[config.mk]
export PLATFORM = sky130hd
export DESIGN_NAME = uart_core_p_flat
export DESIGN_NICKNAME = d
export VERILOG_FILES = /design/src/rtl/uart_core_p_if.sv /design/src/rtl/uart_core_p.sv /design/src/flat_wrapper.sv
export SDC_FILE = /design/constraint.sdc
export NUM_CORES = 1
export LEC_CHECK = 0
export BUFFER_PORTS_ARGS = -buffer_cell sky130_fd_sc_hd__buf_4
export CAP_MARGIN = 10
export CORE_MARGIN = 10
export CORE_UTILIZATION = 35
export CTS_CLUSTER_DIAMETER = 60
export DETAILED_ROUTE_END_ITERATION = 10
export PLACE_DENSITY = 0.59
export RECOVER_POWER = 100
export SYNTH_ARGS = -nofsm -noshare
export SYNTH_HDL_FRONTEND = slang
export SYNTH_SLANG_ARGS = --single-unit
[constraint.sdc]
create_clock -name clk -period 3.25 [get_ports clk]
set_input_delay 0.65 -clock clk [delete_from_list [all_inputs] [get_ports clk]]
set_output_delay 0.65 -clock clk [all_outputs]
set_load 0.01 [all_outputs]
[src/rtl/uart_core_p_if.sv]
// Handshake bundle between uart_core_p and the command parser / result formatter.
// The core takes the slave modport; the byte producer/consumer takes master.
interface uart_core_p_if #(
   parameter int DATA_BITS = 8
);
   logic [DATA_BITS-1:0] tx_data;
   logic                 tx_valid;
   logic                 tx_ready;
   logic [DATA_BITS-1:0] rx_data;
   logic                 rx_valid;
   logic                 rx_ready;
   logic                 rx_frame_err;
   logic                 rx_parity_err;
   logic                 rx_overrun;

   modport master (
      output tx_data, tx_valid, rx_ready,
      input  tx_ready, rx_data, rx_valid, rx_frame_err, rx_parity_err, rx_overrun
   );

   modport slave (
      input  tx_data, tx_valid, rx_ready,
      output tx_ready, rx_data, rx_valid, rx_frame_err, rx_parity_err, rx_overrun
   );
endinterface

[src/rtl/uart_core_p.sv]
// Parametrised UART: configurable width/parity/stop bits, oversampled 2-of-3 voting RX.
// Optional macro UART_LOOPBACK_EN adds a loopback port routing TX into RX internally.
module uart_core_p #(
   parameter int CLK_FREQ   = 25_000_000,
   parameter int BAUD_RATE  = 115200,
   parameter int OVERSAMPLE = 8,
   parameter int DATA_BITS  = 8,
   parameter int PARITY     = 0,
   parameter int STOP_BITS  = 1
) (
   input  logic         clk,
   input  logic         reset_n,
   input  logic         rx,
   output logic         tx,
   uart_core_p_if.slave bus
`ifdef UART_LOOPBACK_EN
   ,input logic         loopback
`endif
);

   localparam int DIV_RAW = (CLK_FREQ + BAUD_RATE * OVERSAMPLE / 2) / (BAUD_RATE * OVERSAMPLE);
   localparam int DIV     = (DIV_RAW < 1) ? 1 : DIV_RAW;
   localparam int DIV_W   = (DIV > 1) ? $clog2(DIV) : 1;
   localparam int HALF    = OVERSAMPLE / 2;
   localparam int OS_W    = $clog2(OVERSAMPLE);
   localparam int TXC_W   = $clog2(STOP_BITS * OVERSAMPLE + 1);
   localparam int BIT_W   = $clog2(DATA_BITS);

   typedef enum logic [2:0] {ST_IDLE, ST_START, ST_DATA, ST_PARITY, ST_STOP} uart_state_t;

   // Expected parity bit for a payload: even = XOR of data, odd = inverted.
   function automatic logic parity_of(input logic [DATA_BITS-1:0] d);
      return (^d) ^ (PARITY == 1);
   endfunction

   function automatic logic vote3(input logic a, input logic b, input logic c);
      return (a & b) | (a & c) | (b & c);
   endfunction

   logic [DIV_W-1:0] div_cnt;
   logic             tick;
   logic             tx_q;
   logic             rx_src;

   assign tick = (div_cnt == DIV_W'(DIV - 1));

   always_ff @(posedge clk or negedge reset_n) begin
      if (!reset_n)  div_cnt <= '0;
      else if (tick) div_cnt <= '0;
      else           div_cnt <= div_cnt + 1'b1;
   end

`ifdef UART_LOOPBACK_EN
   assign tx     = loopback ? 1'b1 : tx_q;
   assign rx_src = loopback ? tx_q : rx;
`else
   assign tx     = tx_q;
   assign rx_src = rx;
`endif

   // ---------------- transmitter ----------------
   uart_state_t          tx_state, tx_next;
   logic [TXC_W-1:0]     tx_cnt;
   logic [DATA_BITS-1:0] tx_shreg;
   logic [BIT_W-1:0]     tx_bit;
   logic                 tx_par;
   logic                 tx_en;
   logic                 tx_accept;
   logic                 tx_bit_end;

   assign bus.tx_ready = tx_en && (tx_state == ST_IDLE);
   assign tx_accept    = bus.tx_valid && bus.tx_ready;
   assign tx_bit_end   = tick && ((tx_state == ST_STOP) ? (tx_cnt == TXC_W'(STOP_BITS * OVERSAMPLE))
                                                        : (tx_cnt == TXC_W'(OVERSAMPLE)));

   always_ff @(posedge clk or negedge reset_n) begin
      if (!reset_n) tx_state <= ST_IDLE;
      else          tx_state <= tx_next;
   end

   always_comb begin
      tx_next = tx_state;
      unique case (tx_state)
         ST_IDLE:   if (tx_accept) tx_next = ST_START;
         ST_START:  if (tx_bit_end) tx_next = ST_DATA;
         ST_DATA:   if (tx_bit_end && tx_bit == BIT_W'(DATA_BITS - 1))
                       tx_next = (PARITY != 0) ? ST_PARITY : ST_STOP;
         ST_PARITY: if (tx_bit_end) tx_next = ST_STOP;
         ST_STOP:   if (tx_bit_end) tx_next = ST_IDLE;
         default:   tx_next = ST_IDLE;
      endcase
   end

   // A start accepted off-tick holds the line high (tx_cnt==0) until the first tick.
   always_ff @(posedge clk or negedge reset_n) begin
      if (!reset_n) begin
         tx_cnt   <= '0;
         tx_shreg <= '0;
         tx_bit   <= '0;
         tx_par   <= 1'b0;
         tx_q     <= 1'b1;
         tx_en    <= 1'b0;
      end else begin
         tx_en <= 1'b1;
         if (tx_state == ST_IDLE) begin
            tx_q <= 1'b1;
            if (tx_accept) begin
               tx_shreg <= bus.tx_data;
               tx_par   <= parity_of(bus.tx_data);
               tx_bit   <= '0;
               tx_cnt   <= tick ? TXC_W'(1) : '0;
               tx_q     <= !tick;
            end
         end else if (tick) begin
            if (tx_cnt == '0) begin
               tx_cnt <= TXC_W'(1);
               tx_q   <= 1'b0;
            end else if (tx_bit_end) begin
               tx_cnt <= TXC_W'(1);
               unique case (tx_next)
                  ST_DATA: begin
                     if (tx_state == ST_DATA) begin
                        tx_shreg <= tx_shreg >> 1;
                        tx_q     <= tx_shreg[1];
                        tx_bit   <= tx_bit + 1'b1;
                     end else begin
                        tx_q <= tx_shreg[0];
                     end
                  end
                  ST_PARITY: tx_q <= tx_par;
                  default:   tx_q <= 1'b1;
               endcase
            end else begin
               tx_cnt <= tx_cnt + 1'b1;
            end
         end
      end
   end

   // ---------------- receiver ----------------
   logic                 rx_p0, rx_p1, rx_p2;
   uart_state_t          rx_state, rx_next;
   logic [OS_W-1:0]      rx_cnt;
   logic [1:0]           rx_smp;
   logic [DATA_BITS-1:0] rx_shreg;
   logic [BIT_W-1:0]     rx_bit;
   logic                 rx_par_bit;
   logic                 rx_fall;
   logic                 rx_vote_tick;
   logic                 rx_vote;

   // Synchroniser (p0, p1) plus one history flop for edge detection.
   always_ff @(posedge clk or negedge reset_n) begin
      if (!reset_n) begin
         rx_p0 <= 1'b0;
         rx_p1 <= 1'b0;
         rx_p2 <= 1'b0;
      end else begin
         rx_p0 <= rx_src;
         rx_p1 <= rx_p0;
         rx_p2 <= rx_p1;
      end
   end

   assign rx_fall      = rx_p2 && !rx_p1;
   assign rx_vote_tick = tick && (rx_state != ST_IDLE) && (rx_cnt == OS_W'(HALF + 1));
   assign rx_vote      = vote3(rx_smp[0], rx_smp[1], rx_p1);

   always_ff @(posedge clk or negedge reset_n) begin
      if (!reset_n) rx_state <= ST_IDLE;
      else          rx_state <= rx_next;
   end

   always_comb begin
      rx_next = rx_state;
      unique case (rx_state)
         ST_IDLE:   if (rx_fall) rx_next = ST_START;
         ST_START:  if (rx_vote_tick) rx_next = rx_vote ? ST_IDLE : ST_DATA;
         ST_DATA:   if (rx_vote_tick && rx_bit == BIT_W'(DATA_BITS - 1))
                       rx_next = (PARITY != 0) ? ST_PARITY : ST_STOP;
         ST_PARITY: if (rx_vote_tick) rx_next = ST_STOP;
         ST_STOP:   if (rx_vote_tick) rx_next = ST_IDLE;
         default:   rx_next = ST_IDLE;
      endcase
   end

   // States name the bit whose vote is pending; rx_cnt free-runs modulo OVERSAMPLE.
   always_ff @(posedge clk or negedge reset_n) begin
      if (!reset_n) begin
         rx_cnt            <= '0;
         rx_smp            <= '0;
         rx_shreg          <= '0;
         rx_bit            <= '0;
         rx_par_bit        <= 1'b0;
         bus.rx_data       <= '0;
         bus.rx_valid      <= 1'b0;
         bus.rx_frame_err  <= 1'b0;
         bus.rx_parity_err <= 1'b0;
         bus.rx_overrun    <= 1'b0;
      end else begin
         bus.rx_frame_err  <= 1'b0;
         bus.rx_parity_err <= 1'b0;
         bus.rx_overrun    <= 1'b0;
         if (rx_state == ST_IDLE) begin
            rx_cnt <= '0;
            rx_bit <= '0;
         end else if (tick) begin
            rx_cnt <= (rx_cnt == OS_W'(OVERSAMPLE - 1)) ? '0 : rx_cnt + 1'b1;
            if (rx_cnt == OS_W'(HALF - 1)) rx_smp[0] <= rx_p1;
            if (rx_cnt == OS_W'(HALF))     rx_smp[1] <= rx_p1;
         end
         if (rx_vote_tick && rx_state == ST_DATA) begin
            rx_shreg <= {rx_vote, rx_shreg[DATA_BITS-1:1]};
            rx_bit   <= rx_bit + 1'b1;
         end
         if (rx_vote_tick && rx_state == ST_PARITY) rx_par_bit <= rx_vote;
         if (rx_vote_tick && rx_state == ST_STOP) begin
            bus.rx_frame_err  <= !rx_vote;
            bus.rx_parity_err <= (PARITY != 0) && (rx_par_bit != parity_of(rx_shreg));
            if (bus.rx_valid && !bus.rx_ready) begin
               bus.rx_overrun <= 1'b1;
            end else begin
               bus.rx_data  <= rx_shreg;
               bus.rx_valid <= 1'b1;
            end
         end else if (bus.rx_valid && bus.rx_ready) begin
            bus.rx_valid <= 1'b0;
         end
      end
   end

endmodule

[src/flat_wrapper.sv]
// flat-port wrapper written by rule: the top's interface ports become plain ports
module uart_core_p_flat 
#(
   parameter int CLK_FREQ   = 25_000_000,
   parameter int BAUD_RATE  = 115200,
   parameter int OVERSAMPLE = 8,
   parameter int DATA_BITS  = 8,
   parameter int PARITY     = 0,
   parameter int STOP_BITS  = 1
)
  (clk, reset_n, rx, tx, bus_tx_data, bus_tx_valid, bus_rx_ready, bus_tx_ready, bus_rx_data, bus_rx_valid, bus_rx_frame_err, bus_rx_parity_err, bus_rx_overrun);
  uart_core_p_if #(.DATA_BITS(DATA_BITS)) bus_i ();
  input  logic clk;
  input  logic reset_n;
  input  logic rx;
  output logic tx;
  input wire logic [$bits(bus_i.tx_data)-1:0] bus_tx_data;
  input wire logic [$bits(bus_i.tx_valid)-1:0] bus_tx_valid;
  input wire logic [$bits(bus_i.rx_ready)-1:0] bus_rx_ready;
  output wire logic [$bits(bus_i.tx_ready)-1:0] bus_tx_ready;
  output wire logic [$bits(bus_i.rx_data)-1:0] bus_rx_data;
  output wire logic [$bits(bus_i.rx_valid)-1:0] bus_rx_valid;
  output wire logic [$bits(bus_i.rx_frame_err)-1:0] bus_rx_frame_err;
  output wire logic [$bits(bus_i.rx_parity_err)-1:0] bus_rx_parity_err;
  output wire logic [$bits(bus_i.rx_overrun)-1:0] bus_rx_overrun;
  assign bus_i.tx_data = bus_tx_data;
  assign bus_i.tx_valid = bus_tx_valid;
  assign bus_i.rx_ready = bus_rx_ready;
  assign bus_tx_ready = bus_i.tx_ready;
  assign bus_rx_data = bus_i.rx_data;
  assign bus_rx_valid = bus_i.rx_valid;
  assign bus_rx_frame_err = bus_i.rx_frame_err;
  assign bus_rx_parity_err = bus_i.rx_parity_err;
  assign bus_rx_overrun = bus_i.rx_overrun;
  uart_core_p #(.CLK_FREQ(CLK_FREQ), .BAUD_RATE(BAUD_RATE), .OVERSAMPLE(OVERSAMPLE), .DATA_BITS(DATA_BITS), .PARITY(PARITY), .STOP_BITS(STOP_BITS)) u_core (.clk(clk), .reset_n(reset_n), .rx(rx), .tx(tx), .bus(bus_i));
endmodule
* Word level (Yosys, flattened, before mapping)
Index checks and enable logic that the tools add are counted.
Word-level totals: bits in registers 59, logic and storage cells 149, input bits 13
Operators by class: muxes and demuxes 52, bitwise logic cells 7, equal/unequal tests 26, reduce and logical (&&, ||, !) cells 38, add/sub/neg operators 5
Operators by type and width (number):
- $mux W3 | 22
- $mux W8 | 7
- $pmux W3 S5 | 2
- $eq A3 B2 Y1 const B | 7
- $eq A3 B3 Y1 const B | 7
- $mux W4 | 5
- $ne A2 B1 Y1 const B | 7
- $reduce_bool A2 Y1 | 7
- $mux W1 | 13
- $logic_and A1 B1 Y1 | 12
- $reduce_and A2 Y1 | 5
- $add A3 B1 Y3 const B | 3
- $reduce_xor A8 Y1 | 1
- $eq A3 B1 Y1 const B | 2
- $logic_not A3 Y1 | 2
- $reduce_and A3 Y1 | 2
- $reduce_and A6 Y1 | 1
- $reduce_bool A3 Y1 | 2
- $add A5 B1 Y5 const B | 1
- $eq A5 B5 Y1 const B | 1
- $mux W5 | 1
- $reduce_and A5 Y1 | 1
- $add A4 B1 Y4 const B | 1
- $eq A4 B4 Y1 const B | 1
- other kinds (8) | 15

* Longest topological paths before layout
Gate-level depths: netlist of run 1.
depth in word-level cells 11, mapped depth 9, gate-level depth less buffers 7

* Least setup slack after synthesis of run 1
OpenSTA, ideal clock, no wires.
kind reg-to-reg, start reg u_core.div_cnt[0], end reg u_core.bus.rx_data[0], path slack 1380 ps, buffers on the path 1, arrival time 1745 ps, period minus slack after synthesis 1870 ps, cell stages (with the launch flop) 9, cells stage by stage dfrtp_1 inv_1 ha_1 and4b_4 and3_4 nand3_4 nor2b_4 buf_12 mux2_4
Between the ends: word-level cells in the longest chain between the ends 5
Ends and longest elaborated chain:
- from (decl) | RTL line uart_core_p.sv:40 | logic [DIV_W-1:0] div_cnt;
- from (signal assigned) | RTL line uart_core_p.sv:50 | else div_cnt <= div_cnt + 1'b1;
- $eq A5 B5 Y1 | RTL line uart_core_p.sv:45 | assign tick = (div_cnt == DIV_W'(DIV - 1));
- $logic_and A1 B1 Y1 (2 in series) | RTL line uart_core_p.sv:166 | assign rx_vote_tick = tick && (rx_state != ST_IDLE) && (rx_cnt == OS_W'(HALF + 1));
- $logic_and A1 B1 Y1 | RTL line uart_core_p.sv:217 | if (rx_vote_tick && rx_state == ST_STOP) begin
- $reduce_and A2 Y1 (no source line)
- to (signal assigned) | RTL line uart_core_p.sv:223 | bus.rx_data <= rx_shreg;
- to (decl) | RTL line uart_core_p_if.sv:23 | output tx_ready, rx_data, rx_valid, rx_frame_err, rx_parity_err, rx_overrun
No other way between the ends. A chain may end at the register's enable or synchronous reset.

* Worst setup path after layout of run 1
start reg u_core.div_cnt[0], end reg u_core.tx_shreg[2]
Between the ends: word-level cells in the longest chain between the ends 8
Ends and longest elaborated chain:
- $eq A5 B5 Y1 * | RTL line uart_core_p.sv:45
- $logic_and A1 B1 Y1 | RTL line uart_core_p.sv:73 | assign tx_bit_end = tick && ((tx_state == ST_STOP) ? (tx_cnt == TXC_W'(STOP_BITS * OVERSAMPLE))
- $logic_and A1 B1 Y1 | RTL line uart_core_p.sv:86 | ST_DATA: if (tx_bit_end && tx_bit == BIT_W'(DATA_BITS - 1))
- $mux W3 | RTL line uart_core_p.sv:86
- $pmux W3 S5 | RTL line uart_core_p.sv:83 | unique case (tx_state)
- $eq A3 B2 Y1 | RTL line uart_core_p.sv:120 | unique case (tx_next)
- $reduce_bool A2 Y1 (no source line)
- $reduce_and A6 Y1 (no source line) *
- to (signal assigned) | RTL line uart_core_p.sv:108 | tx_shreg <= bus.tx_data;
- to (signal assigned) | RTL line uart_core_p.sv:123 | tx_shreg <= tx_shreg >> 1;
- to (decl) | RTL line uart_core_p.sv:64 | logic [DATA_BITS-1:0] tx_shreg;
Every way passes the cells marked *; elsewhere a longest branch is shown, timed or not.

==> summary.md, run 1 <==
Run status
• outcome: complete, no violations

Global routing
• pin count of the biggest net entering global routing: 60
• met3 track demand over resource: 0.0454
• global routing usage on met2: 0.129
• most heavily used metal layer in global routing: met2
• first-pass GRT wire length: 8.74 mm
• via count of the first global-routing pass: 1,895
• Tot GR Track Use: 0.0853
• met1 track utilization from global routing: 0.102
• GR Overflow Total: 0
• number of antenna violations at the first check in global routing: 0

Setup path
• chain of cells forming the critical path: inv_1 > ha_1 > and4b_1 > and4_1 > nor2_1 > o21ai_0
• crit path buf inv count: 1
• worst-case register-to-register setup slack: 0.80 ns
• Reg-to-Reg Start: u_core.div_cnt[0]
• Crit Reg-Reg Endpoint: u_core.tx_shreg[2]
• Critical-path top delay cell: sky130_fd_sc_hd__nor2_1
• Max FO, Critical Path: 18
• signal arrival time at the worst endpoint: 2.62 ns
• Worst EP required: 3.42 ns
• family with the most delay on the worst path: simple AND/OR/NAND/NOR gates
• element type at the critical path end: flop
• number of cell instances on the worst register-to-register path: 6
• critical path startpoint category: flop
• type of the setup path with the least slack: reg -> reg
• Critical Path Max Stage Delay: 0.77 ns

Layout
• Core Util, Final: 0.403
• number of diodes added for antenna fixing: 0
• number of nets in the final layout: 295
• fraction of layout cells with a size suffix above 1: 0.128
• layout overhead on the synthesized area: 10.3%
• Non-Filler Cell Area, Final: 0.00316 mm²
• FILL cells: 797

Clocking
• TritonCTS clock tree: done
• H-Tree Level Count: 3
• clock transition time at the flip-flop clock pins of the worst setup and hold paths: 0.07 ns
• Gates resized, CTS repair: 0
• clk_lat worst skew: 0.33 ns
• total of hold buffers inserted after clock tree synthesis: 0
• Num CTS Buffers: 9
• CTS Buffer Depth: 2
• Clock Tree Root: sky130_fd_sc_hd__clkbuf_8
• CTS sink count: 59
• setup repair bufs after CTS: 0

Die
• Initial Util: 0.365
• boundary pin count: 27
• die extent in y: 111 µm
• Total Die Area: 0.0122 mm²
• Placement Rows: 32
• DIE WIDTH: 111 µm
• area inside the core boundary: 0.00785 mm²

Timing
• transition time at the pin with the least slew margin: 1.44 ns
• RSZ-0062 raised after global routing: no
• Final Hold Fails: 0
• minimum clock period: 2.45 ns
• remaining max-slew budget at the tightest pin: 0.0419
• Post-Route Setup TNS: 0 ns
• Peak Freq: 408 MHz
• final number of max-transition violations: 0
• setup violation total in the final timing report: 0
• Tcrit/Tclk final: 0.754
• Max Clock Skew: 0.0106 ns

Detailed routing
• First DRT Iteration DRCs: 58
• post-route DRC violation count: 0
• number of iterations in the first detailed-routing pass: 4
• post-detailed-route count of antenna-violating nets: 0
• routed len/inst: 13.0 µm
• total number of vias: 1,806
• Routed Wire Length: 4.90 mm
• average via count per standard cell: 4.80

Logic synthesis
• adder and majority gate portion of the synthesized area: 0.0602
• dominant combinational cell family by area after synthesis: simple AND/OR/NAND/NOR gates
• Netlist Area Pre-Place: 0.00287 mm²
• post-synthesis async set-or-reset flop share: 1.00
• Post-synth EDFFs: 0
• Yosys warning total: 0
• dominant synthesized flop cell: sky130_fd_sc_hd__dfrtp_1
• part of the Yosys area used for sequential elements: 0.515
• portion of netlist area occupied by mux cells: 0.116
• xor/xnor cell area share of the yosys netlist: 0.0275
• fraction of the mapped netlist area in compound gates: 0.0829
• simple-gate portion of the synthesized area: 0.158
• Cell variety after synth: 51
• post-synthesis sequential element count: 59
• number of instances in the synthesized netlist: 240
• average cell area after synthesis: 11.9 µm²
• net count after synthesis: 266

Placed design
• HPWL after detailed placement: 3.39 mm
• Port Buf Inserts: 25
• Area after DPL: 0.00311 mm²
• global placement routability congestion: 0.730

Worst hold path
• Min-Delay Path Class: reg -> reg
• startpoint of the tightest hold check path: u_core.rx_p0
• Endpoint, Worst Hold: u_core.rx_p1
• cell count of the worst hold path: 0

Power and ir drop
• power per unit of standard cell area: 462 mW/mm²
• leakage power of the design: 1.53 nW
• Worst IR Drop VDD: 184 µV

Flow run
• max-cap viol count: 0

## cells in the final DEF (no fill, tap or decap), drive strengths merged, types with 3 or more instances in the layout
master	n
a22o	4
nor3	4
mux2	18
o21ai	16
xnor2	8
nand3	8
a21oi	7
nor2	16
inv	9
nand2	25
dfrtp	58
ha	13
and3	3
clkbuf	24
nand2b	6
clkinv	3
mux2i	10
buf	12
or3	4
## layer usage
metal	up-vias	wire length, µm
met5	-	0
met4	0	75
met3	7	266
met2	40	2240
met1	870	2320
li1	889	-
## worst reg2reg max path, delay by kind of cell, from the launching register on
| family | cells | cell delay [ns] |
|---|---|---|
| AOI/OAI and AO/OA | 1 | 0.23 |
| adders and majority gates | 1 | 0.21 |
| buffers and inverters | 1 | 0.06 |
| DFF | 1 | 0.39 |
| and+or+nand+nor | 3 | 1.41 |
## layout make-up
cell class              instances  area, µm²  area share
flip-flops and latches         59       1480       0.467
clock buffers                  11        141      0.0447
multi-input cells             165       1180       0.375
clock inverters                 5       52.6      0.0166
inverters                       9       33.8      0.0107
repair buffers                 25        144      0.0455
well taps                     102        128      0.0404
## synthesized netlist by cell type, types with 2 or more instances
cell	instances	area [µm²]
sky130_fd_sc_hd__a21oi_1	6	30.0
sky130_fd_sc_hd__a22o_1	3	26.3
sky130_fd_sc_hd__a31oi_1	2	12.5
sky130_fd_sc_hd__and3_4	2	22.5
sky130_fd_sc_hd__buf_4	2	15.0
sky130_fd_sc_hd__buf_6	3	33.8
sky130_fd_sc_hd__conb_1	2	7.51
sky130_fd_sc_hd__dfrtp_1	58	1450
sky130_fd_sc_hd__ha_1	13	163
sky130_fd_sc_hd__inv_1	9	33.8
sky130_fd_sc_hd__mux2_1	9	101
sky130_fd_sc_hd__mux2_4	8	120
sky130_fd_sc_hd__mux2i_1	10	100
sky130_fd_sc_hd__nand2_1	25	93.8
sky130_fd_sc_hd__nand2b_1	6	37.5
sky130_fd_sc_hd__nand3_1	6	30.0
sky130_fd_sc_hd__nand3_4	2	35.0
sky130_fd_sc_hd__nor2_1	14	52.6
sky130_fd_sc_hd__nor3_1	2	10.0
sky130_fd_sc_hd__nor3_4	2	32.5
sky130_fd_sc_hd__nor4b_1	2	17.5
sky130_fd_sc_hd__o21ai_0	7	35.0
sky130_fd_sc_hd__o21ai_1	9	45.0
sky130_fd_sc_hd__or3_1	4	25.0
sky130_fd_sc_hd__xnor2_1	8	70.1
## power by group
group          switching, mW  total [mW]  leakage [nW]  internal (mW)
clock                  0.287       0.658        0.0991          0.371
combinational         0.0321      0.0561         0.642         0.0240
sequential           0.00622       0.746         0.788          0.740
total                  0.326        1.46          1.53           1.13
## through the flow
step / instances / hold slack, ns / power [mW] / setup WS [ns]
floorplan: 240 / 0.331 / 0.788 / 1.38
global placement: 360 / 0.336 / 0.820 / 1.12
detailed placement: 360 / 0.338 / 0.821 / 1.06
CTS: 376 / 0.352 / 1.49 / 1.05
global route: 376 / 0.380 / 1.54 / 0.501
finish: 376 / 0.350 / 1.46 / 0.800
## how the worst max path moves through the flow
stage	to	cells after the start	startpoint
finish	u_core.tx_shreg[2]	6	u_core.div_cnt[0]
global route	u_core.tx_shreg[4]	6	u_core.div_cnt[0]
CTS	u_core.rx_shreg[2]	6	u_core.div_cnt[0]
detailed placement	u_core.rx_shreg[2]	6	u_core.div_cnt[0]
global placement	u_core.rx_shreg[7]	6	u_core.div_cnt[0]
floorplan	u_core.bus.rx_data[0]	8	u_core.div_cnt[0]
## cells by family after synthesis
family / Yosys count
fa+ha+maj: 14
simple gates: 75
buf+inv: 16
flops: 59
other cells: 2
mux: 28
xor+xnor: 9
compound gates: 37
## state kept, by name, summed over array words and instances, names as in the netlist
signal                   cells
u_core.bus.rx_data           8
u_core.rx_shreg              8
u_core.tx_shreg              8
u_core.div_cnt               5
u_core.tx_cnt                4
u_core.rx_bit                3
u_core.rx_cnt                3
u_core.rx_state              3
u_core.tx_bit                3
u_core.tx_state              3
u_core.rx_smp                2
u_core.bus.rx_frame_err      1
u_core.bus.rx_overrun        1
u_core.bus.rx_valid          1
u_core.rx_p0                 1
u_core.rx_p1                 1
u_core.rx_p2                 1
u_core.tx                    1
u_core.tx_en                 1
u_core.tx_par                1
Power figures use the tool's default switching activity.
==> run 2, diff against run 1 <==
clock period = 2.4 ns   (was 3.25 ns; I/O delays follow)
==> summary.md, run 2 (same netlist as run 1, synthesis figures left out) <==
Setup path
• Worst EP required: 2.59 ns
• family with the most delay on the worst path: simple AND/OR/NAND/NOR gates
• signal arrival time at the worst endpoint: 2.28 ns
• crit path buf inv count: 2
• Critical-path top delay cell: sky130_fd_sc_hd__nor2_2
• Max FO, Critical Path: 18
• Critical Path Max Stage Delay: 0.48 ns
• type of the setup path with the least slack: reg -> reg
• element type at the critical path end: flop
• chain of cells forming the critical path: inv_1 > ha_1 > and4b_4 > buf_4 > and4_4 > nor2_2 > o21ai_0
• critical path startpoint category: flop

Layout
• layout overhead on the synthesized area: 11.3%
• Non-Filler Cell Area, Final: 0.00319 mm²
• Regs by FF count: u_core.bus.rx_data x8, u_core.rx_shreg x8, u_core.tx_shreg x8
• number of nets in the final layout: 297
• Core Util, Final: 0.407
• FILL cells: 793
• most common library cell in the layout ignoring fill and taps: sky130_fd_sc_hd__dfrtp_1
• Post-Layout Cell Count: 378
• fraction of layout cells with a size suffix above 1: 0.152
• commonest non-fill, non-tap cells in the layout: sky130_fd_sc_hd__dfrtp_1 (58), sky130_fd_sc_hd__nand2_1 (25), sky130_fd_sc_hd__mux2_1 (16), sky130_fd_sc_hd__nor2_1 (14), sky130_fd_sc_hd__o21ai_0 (14)
• number of diodes added for antenna fixing: 0

Timing
• Max Clock Skew: 0.00772 ns
• remaining max-slew budget at the tightest pin: 0.0627
• transition time at the pin with the least slew margin: 1.41 ns
• Post-Route Setup TNS: 0 ns
• Final Hold Fails: 0
• RSZ-0062 raised after global routing: no
• setup violation total in the final timing report: 0
• Tcrit/Tclk final: 0.872
• Peak Freq: 478 MHz
• final number of max-transition violations: 0
• final worst hold slack: 0.269 ns
• minimum clock period: 2.09 ns
• smallest setup slack after layout: 0.307 ns

Power and ir drop
• leakage power of the design: 1.52 nW
• switching power as a share of total power: 0.235
• relative contribution of the clock network to total power: 0.449
• part of the total power dissipated in sequential elements: 0.512
• Power Internal: 1.51 mW
• power per unit of standard cell area: 618 mW/mm²
• net switching power figure: 0.464 mW
• Worst IR Drop VDD: 310 µV
• overall power consumption: 1.97 mW
• share of power burned in combinational logic: 0.039

Global routing
• number of antenna violations at the first check in global routing: 0
• pin count of the biggest net entering global routing: 60
• first-pass GRT wire length: 8.78 mm
• GR Overflow Total: 0
• Tot GR Track Use: 0.0850
• via count of the first global-routing pass: 1,895

Detailed routing
• Routed Wire Length: 4.87 mm
• post-route DRC violation count: 0
• routed len/inst: 12.9 µm
• average via count per standard cell: 4.70
• number of iterations in the first detailed-routing pass: 4
• First DRT Iteration DRCs: 51
• total number of vias: 1,776
• post-detailed-route count of antenna-violating nets: 0

Clocking
• clock transition time at the flip-flop clock pins of the worst setup and hold paths: 0.06 ns
• CTS Buffer Depth: 2
• Clock Tree Root: sky130_fd_sc_hd__clkbuf_8
• clk_lat worst skew: 0.34 ns
• Num CTS Buffers: 9
• setup repair bufs after CTS: 0
• CTS sink count: 59
• total of hold buffers inserted after clock tree synthesis: 0
• H-Tree Level Count: 3
• Gates resized, CTS repair: 0
• TritonCTS clock tree: done

Die
• die extent in y: 111 µm
• Placement Rows: 32
• Initial Util: 0.365
• boundary pin count: 27
• DIE WIDTH: 111 µm
• Total Die Area: 0.0122 mm²
• area inside the core boundary: 0.00785 mm²

Flow run
• max-cap viol count: 0

Placed design
• Port Buf Inserts: 25
• HPWL after detailed placement: 3.37 mm
• post-placement setup slack: 0.383 ns
• global placement routability congestion: 0.742
• # placed instances: 362
• Area after DPL: 0.00313 mm²

Worst hold path
• Min-Delay Path Class: in -> reg

Run status
• outcome: complete, no violations

[run 2: cell count changes in the layout (fill, tap and decap cells not counted), sizes merged]
cell      before  now
clkinv         3    4
clkinvlp       1    2
[run 2: final timing paths]
check                                        from                     to  slack (ns)  cells after the start
worst max register to register  u_core.div_cnt[0]     u_core.tx_shreg[2]        0.31                      7
worst min register to register       u_core.rx_p0           u_core.rx_p1        0.35                      0
worst max-delay path            u_core.div_cnt[0]     u_core.tx_shreg[2]        0.31                      7
worst min-delay path                           rx           u_core.rx_p0        0.27                      1
min in group asynchronous                 reset_n  u_core.bus.rx_data[0]        0.46                      1
max in group asynchronous                 reset_n     u_core.tx_state[2]        1.08                      1
[run 2: layout make-up]
cell class | instances | area, µm² | area share
Sequential cell | 59 | 1480 | 0.463
Tap cell | 102 | 128 | 0.0400
Clock buffer | 9 | 124 | 0.0388
Multi-Input combinational cell | 165 | 1210 | 0.379
Clock inverter | 7 | 68.8 | 0.0216
Inverter | 9 | 33.8 | 0.0106
Timing Repair Buffer | 27 | 151 | 0.0474
[run 2: layer usage]
metal | up-vias | GRT usage | share of wire
li1 | 895 | - | -
met1 | 835 | 0.105 | 0.49
met2 | 36 | 0.126 | 0.45
met3 | 10 | 0.0373 | 0.052
met4 | 0 | 0.0337 | 0.012
met5 | - | 0 | 0
[run 2: power groups by stage]
stage               Combinational (mW)  Sequential (mW)  Clock (mW)
detailed placement              0.0828             1.03           0
floorplan                       0.0397             1.03           0
global route                    0.0885             1.01       0.968
global placement                0.0821             1.03           0
CTS                             0.0831             1.01       0.920
finish                          0.0768             1.01       0.885
